**src/rtl/seven_seg_display_unit.sv**
```systemverilog
// seven_seg_display_unit
// Display helper for the game top level:
//   - combinational hex nibble -> 7-segment decoder
//   - registered 8-bit binary -> two-digit decimal (value mod 100) segment driver
//   - power-on reset-delay generator for downstream PLL/VGA logic
// Segment encoding is {g,f,e,d,c,b,a}, active-low (0 = lit).
module seven_seg_display_unit #(
   parameter int             CNT_W      = 20,
   parameter logic [CNT_W-1:0] DELAY    = 20'hFFFFF,
   parameter bit             BLANK_TENS = 1'b0
) (
   input  logic       clock,
   input  logic       reset,
   input  logic [3:0] hex_in,
   output logic [6:0] hex_seg,
   input  logic [7:0] dec_in,
   output logic [6:0] dec_seg_ones,
   output logic [6:0] dec_seg_tens,
   output logic       rst_dly_done
);

   localparam logic [6:0] SEG_BLANK = 7'h7F;
   localparam logic [6:0] SEG_ZERO  = 7'h40;

   // Nibble to segment pattern, shared by the hex and decimal paths.
   function automatic logic [6:0] f_seg(input logic [3:0] d);
      logic [6:0] s;
      case (d)
         4'h0: s = 7'h40;
         4'h1: s = 7'h79;
         4'h2: s = 7'h24;
         4'h3: s = 7'h30;
         4'h4: s = 7'h19;
         4'h5: s = 7'h12;
         4'h6: s = 7'h02;
         4'h7: s = 7'h78;
         4'h8: s = 7'h00;
         4'h9: s = 7'h10;
         4'hA: s = 7'h08;
         4'hB: s = 7'h03;
         4'hC: s = 7'h46;
         4'hD: s = 7'h21;
         4'hE: s = 7'h06;
         default: s = 7'h0E;
      endcase
      return s;
   endfunction

   // Hex path: pure decode, no reset, zero latency.
   assign hex_seg = f_seg(hex_in);

   // ---------------------------------------------------------------
   // Decimal path
   // ---------------------------------------------------------------
   logic [7:0] w_bcd;        // {tens, ones} BCD of dec_in % 100
   logic [6:0] w_tens_seg;
   logic [6:0] r_ones;
   logic [6:0] r_tens;

   // Double-dabble keeping only the tens/ones digits: the bit shifted out
   // of the tens digit would belong to the hundreds digit, so dropping it
   // yields the value mod 100 directly.
   always_comb begin
      w_bcd = 8'd0;
      for (int i = 7; i >= 0; i--) begin
         if (w_bcd[3:0] > 4'd4) w_bcd[3:0] = w_bcd[3:0] + 4'd3;
         if (w_bcd[7:4] > 4'd4) w_bcd[7:4] = w_bcd[7:4] + 4'd3;
         w_bcd = {w_bcd[6:0], dec_in[i]};
      end
   end

   // Tens digit optionally blanked when it would show a leading zero.
   assign w_tens_seg = (BLANK_TENS && (w_bcd[7:4] == 4'd0)) ? SEG_BLANK : f_seg(w_bcd[7:4]);

   // Capture both digits on the same edge so the pair never tears.
   always_ff @(posedge clock or posedge reset) begin
      if (reset) begin
         r_ones <= SEG_ZERO;
         r_tens <= BLANK_TENS ? SEG_BLANK : SEG_ZERO;
      end else begin
         r_ones <= f_seg(w_bcd[3:0]);
         r_tens <= w_tens_seg;
      end
   end

   assign dec_seg_ones = r_ones;
   assign dec_seg_tens = r_tens;

   // ---------------------------------------------------------------
   // Reset delay
   // ---------------------------------------------------------------
   // Power-up values give the same sequence as a reset pulse would.
   logic [CNT_W-1:0] r_cnt  = '0;
   logic             r_done = 1'b0;

   // Count up to DELAY and park there; done rises on the edge after the
   // counter reaches DELAY, i.e. the (DELAY+1)th edge after release.
   always_ff @(posedge clock or posedge reset) begin
      if (reset) begin
         r_cnt  <= '0;
         r_done <= 1'b0;
      end else if (r_cnt != DELAY) begin
         r_cnt  <= r_cnt + CNT_W'(1);
         r_done <= 1'b0;
      end else begin
         r_cnt  <= r_cnt;
         r_done <= 1'b1;
      end
   end

   assign rst_dly_done = r_done;

endmodule

```
**config.mk**
```make
export PLATFORM = sky130hd
export DESIGN_NAME = seven_seg_display_unit
export DESIGN_NICKNAME = d
export VERILOG_FILES = /design/src/rtl/seven_seg_display_unit.sv
export SDC_FILE = /design/constraint.sdc
export NUM_CORES = 1
export LEC_CHECK = 0
export BUFFER_PORTS_ARGS = -buffer_cell sky130_fd_sc_hd__buf_2
export CORE_MARGIN = 2
export CORE_UTILIZATION = 30
export DETAILED_ROUTE_END_ITERATION = 7
export RECOVER_POWER = 25
export SLEW_MARGIN = 25
export SYNTH_ARGS = -nofsm -noshare
export SYNTH_HDL_FRONTEND = slang
export SYNTH_SLANG_ARGS = --single-unit
```
**constraint.sdc**
```tcl
create_clock -name clock -period 4.7 [get_ports clock]
set_input_delay 0.94 -clock clock [delete_from_list [all_inputs] [get_ports clock]]
set_output_delay 0.94 -clock clock [all_outputs]
set_load 0.1 [all_outputs]
```
==> metrics.log <==
INFO  metric status = finished, violations left
INFO  metric failed_checks = max-capacitance violations, max-slew violations
INFO  metric multi_input_comb_area = between 2000 and 2500 sq um
INFO  metric p_leak = 1.84 nW
INFO  metric layout_commonest_cell = sky130_fd_sc_hd__buf_4
INFO  metric global_route.usage.met1 = 0.173
INFO  metric min_delay_path_depth = 1
INFO  metric area_growth_syn_to_layout = 23.4%
INFO  metric grt_pass1_wl = between 10000 and 15000 um
INFO  metric syn-cell-area = 3320 sq um
INFO  metric register_area = 878 sq um
INFO  metric setup_repair_after_global_routing_missed_its_margin = no
INFO  metric critical_path.max_stage_delay = 0.41 ns
INFO  metric ys_seq_elements = 35
INFO  metric hold_start = r_cnt[10]
INFO  metric final_design_area_no_fill = 4100 sq um
INFO  metric worst-endpoint-required = 4.88 ns
INFO  metric cp_slowest_cell = sky130_fd_sc_hd__a311o_1
INFO  metric mappedNetlistNets = 421
INFO  metric seq_area_frac_synth = 0.265
INFO  metric dpl_cell_area = 3980 sq um
INFO  metric max_cap_violations = 1
INFO  metric ioPinCount = 36
INFO  metric numCtsBuffers = 5
INFO  metric worst_path_bufs_invs = 4
INFO  metric detail_route.wl_per_cell = about 13 um
INFO  metric grt_pass1_vias = 2753
INFO  metric dominantRegCellSynth = sky130_fd_sc_hd__dfrtp_1
INFO  metric async_s_r_ff_share_synth = 1.00
INFO  metric wl = roughly 7500 um
INFO  metric die_w = 109 um
INFO  metric htreeDepth = 2
INFO  metric critical_path.reg2reg.startpoint = r_cnt[3]
INFO  metric core_ar = 10800 sq um
INFO  metric power.density_cell_area = 400 nW/um^2
INFO  metric timing.fmax = 0.226 GHz
INFO  metric cts_root_buf = sky130_fd_sc_hd__clkbuf_8
INFO  metric synth_top_area_frac = 0.249
INFO  metric post_cts_resized = 0
INFO  metric insertedDiodeCount = 0
INFO  metric drt-pass1-iter-count = 4
INFO  metric cpLargestDelayFamily = compound AO/OA/AOI/OAI gates
INFO  metric start_util = 0.306
INFO  metric detailedPlacementHpwl = slightly below 6000 um
INFO  metric drc = 0
INFO  metric cts_setup_buffers = 0
INFO  metric worstHoldPathType = register to register
INFO  metric max_slew.worst_pin.slew = 1.79 ns
INFO  metric routed_via_density = around 5.2
INFO  metric reg2reg_setup_slack = 2.36 ns
INFO  metric finalSetupViolations = 0
INFO  metric path_cells = buf_2 > inv_12 > ha_4 > inv_2 > ha_4 > or2_1 > a311o_1 > a22oi_4 > xnor2_4 > nand2_2 > ha_4 > xnor3_1 > ha_2 > nor2_1 > a311oi_2 > xnor2_2 > ha_1 > inv_1 > mux2i_1 > a2bb2o_4
INFO  metric netlist_top_cells_area = sky130_fd_sc_hd__dfrtp_1 25%, sky130_fd_sc_hd__ha_1 7.9%, sky130_fd_sc_hd__nand2_1 3.7%
INFO  metric cell_taking_the_most_area_after_synthesis = sky130_fd_sc_hd__dfrtp_1
INFO  metric total_number_of_vias = 3037
INFO  metric layoutNonFillerInstCount = around 590
INFO  metric synth-warning-count = 0
INFO  metric route.antenna.remaining_nets = 0
INFO  metric yosysUniqueCellTypes = 88
INFO  metric clk_transition_reported_paths = 0.07 ns
INFO  metric finalHoldViolCount = 0
INFO  metric timing_max_transition_violations_final = 36
INFO  metric mostFrequentLayoutCells = 40 x sky130_fd_sc_hd__buf_4, 35 x sky130_fd_sc_hd__buf_2, 33 x sky130_fd_sc_hd__dfrtp_1, 32 x sky130_fd_sc_hd__nand2_1, 25 x sky130_fd_sc_hd__nor2_1
INFO  metric grt_start_max_net_pins = 36
INFO  metric grt_busiest_layer = met2
INFO  metric clock_latency_reported_for_the_late_side_of_the_worst_skew_pair = between 0.2 and 0.3 ns
INFO  metric final_min_period_over_clock_period = 0.943
INFO  metric std_cell_rows = 38
INFO  metric antenna_found_initial = 0
INFO  metric min_delay_worst_endpoint = r_cnt[10]
INFO  metric place.port_buffers = 35
INFO  metric placed_instances = 577
INFO  metric floorplan.die.height = 109 um
INFO  metric clock-skew-final = roughly 0.0036 ns
INFO  metric post_syn_area_per_cell = 8.60 sq um
INFO  metric cts.sink_count = 35
INFO  metric layout_min_cycle_time = 4.43 ns
INFO  metric fillerInstances = 1101
INFO  metric count_of_flip_flops_with_a_built_in_enable_after_synthesis = 0
INFO  metric ratio_of_cells_with_drive_above_1_in_the_final_layout = 0.285
INFO  metric critical_path.endpoint_type = register
INFO  metric hold_buffers = 0
INFO  metric startpoint_type = primary input
INFO  metric grt_use_met2 = 0.221
INFO  metric finalCoreUtilization = 0.378
INFO  metric synthesis.instances = 386
INFO  metric critical_path.max_fanout = 9
INFO  metric relSlewSlack = -0.192
INFO  metric tritoncts = built
INFO  metric vdd.ir_drop.worst = 0.293 mV
INFO  metric globalRoute.totalOverflow = 0
INFO  metric ctsLongestPathBuffers = 2
INFO  metric timing_worst_setup_path_type = primary input to register
INFO  metric worst-endpoint-arrival = roughly 4.6 ns
INFO  metric grt.met3_usage = 0.0167
INFO  metric path_common_cell = sky130_fd_sc_hd__ha_4
INFO  metric finalNetCount = 479
INFO  metric worst_r2r_endpoint = r_cnt[15]
INFO  metric place_congestion = 0.829
INFO  metric globalRouteTotalUtil = 0.130
INFO  metric die-area = 11900 sq um
INFO  metric reg2regPathDepth = 8
INFO  metric drt_iter0_drc = 149
[per-layer routing]
| metal | vias up | share of wire |
|---|---|---|
| met3 | 7 | 0.036 |
| met2 | 61 | 0.49 |
| met5 | - | 0 |
| met4 | 0 | 0.010 |
| li1 | 1543 | - |
| met1 | 1426 | 0.47 |
[cells in the mapped netlist, types with 4 or more instances]
cell type                  count
sky130_fd_sc_hd__dfrtp_1      33
sky130_fd_sc_hd__nand2_1      33
sky130_fd_sc_hd__inv_1        25
sky130_fd_sc_hd__nor2_1       25
sky130_fd_sc_hd__ha_1         21
sky130_fd_sc_hd__nor3_1       20
sky130_fd_sc_hd__nand3_1      16
sky130_fd_sc_hd__a21oi_1      14
sky130_fd_sc_hd__xnor2_1      12
sky130_fd_sc_hd__clkbuf_1     10
sky130_fd_sc_hd__mux2i_1       9
sky130_fd_sc_hd__buf_2         8
sky130_fd_sc_hd__nand4_1       8
sky130_fd_sc_hd__nor4_1        8
sky130_fd_sc_hd__o21ai_0       8
sky130_fd_sc_hd__xor2_1        8
sky130_fd_sc_hd__o211ai_1      7
sky130_fd_sc_hd__a211oi_1      5
sky130_fd_sc_hd__nor2b_1       5
sky130_fd_sc_hd__a21o_1        4
sky130_fd_sc_hd__buf_1         4
sky130_fd_sc_hd__o22ai_1       4
[flip-flops by register name, indices dropped and copies added (netlist names)]
register / count
dec_seg_ones: 7
dec_seg_tens: 7
rst_dly_done: 1
r_cnt: 20
[where the power goes]
group / total [mW] / internal (mW) / switching, mW
clock network: 0.273 / 0.171 / 0.101
logic: 1.01 / 0.329 / 0.680
registers: 0.356 / 0.346 / 0.00971
[worst max path at each step]
stage / startpoint / to / slack [ns] / cells after the start
after global placement: dec_in[6] / dec_seg_tens[3] / 0.05 / 21
after global routing: dec_in[6] / dec_seg_tens[4] / 0.03 / 21
final: dec_in[6] / dec_seg_tens[4] / 0.27 / 20
after floorplan: dec_in[6] / dec_seg_tens[3] / -0.23 / 23
after CTS: dec_in[6] / dec_seg_tens[3] / 0.27 / 21
after detailed placement: dec_in[6] / dec_seg_tens[3] / -0.03 / 21
[cells by family after synthesis]
logic type               Yosys count  synth area share
AND/OR/NAND/NOR                  146             0.228
AO/OA/AOI/OAI                     95             0.238
buffers and inverters             52            0.0697
flip-flops                        35             0.265
XOR/XNOR                          23            0.0712
adder cells (fa/ha/maj)           22            0.0825
multiplexers                      13            0.0452
[area by class of cell]
class	count	share of cell area
Multi-Input combinational cell	299	0.564
Timing Repair Buffer	77	0.122
Clock buffer	6	0.0202
Tap cell	140	0.0428
Clock inverter	2	0.00855
Sequential cell	35	0.214
Inverter	26	0.0281
[per-stage QoR]
step | hold WS, ns | setup WS [ns] | setup TNS [ns] | total power [mW]
after floorplan | 0.438 | -0.227 | -0.679 | 1.15
after global placement | 0.456 | 0.0491 | 0 | 1.36
after detailed placement | 0.462 | -0.0291 | -0.0597 | 1.37
after CTS | 0.477 | 0.266 | 0 | 1.65
after global routing | 0.507 | 0.0312 | 0 | 1.73
final | 0.471 | 0.266 | 0 | 1.64
No activity file was read; power rests on OpenSTA's default activity.
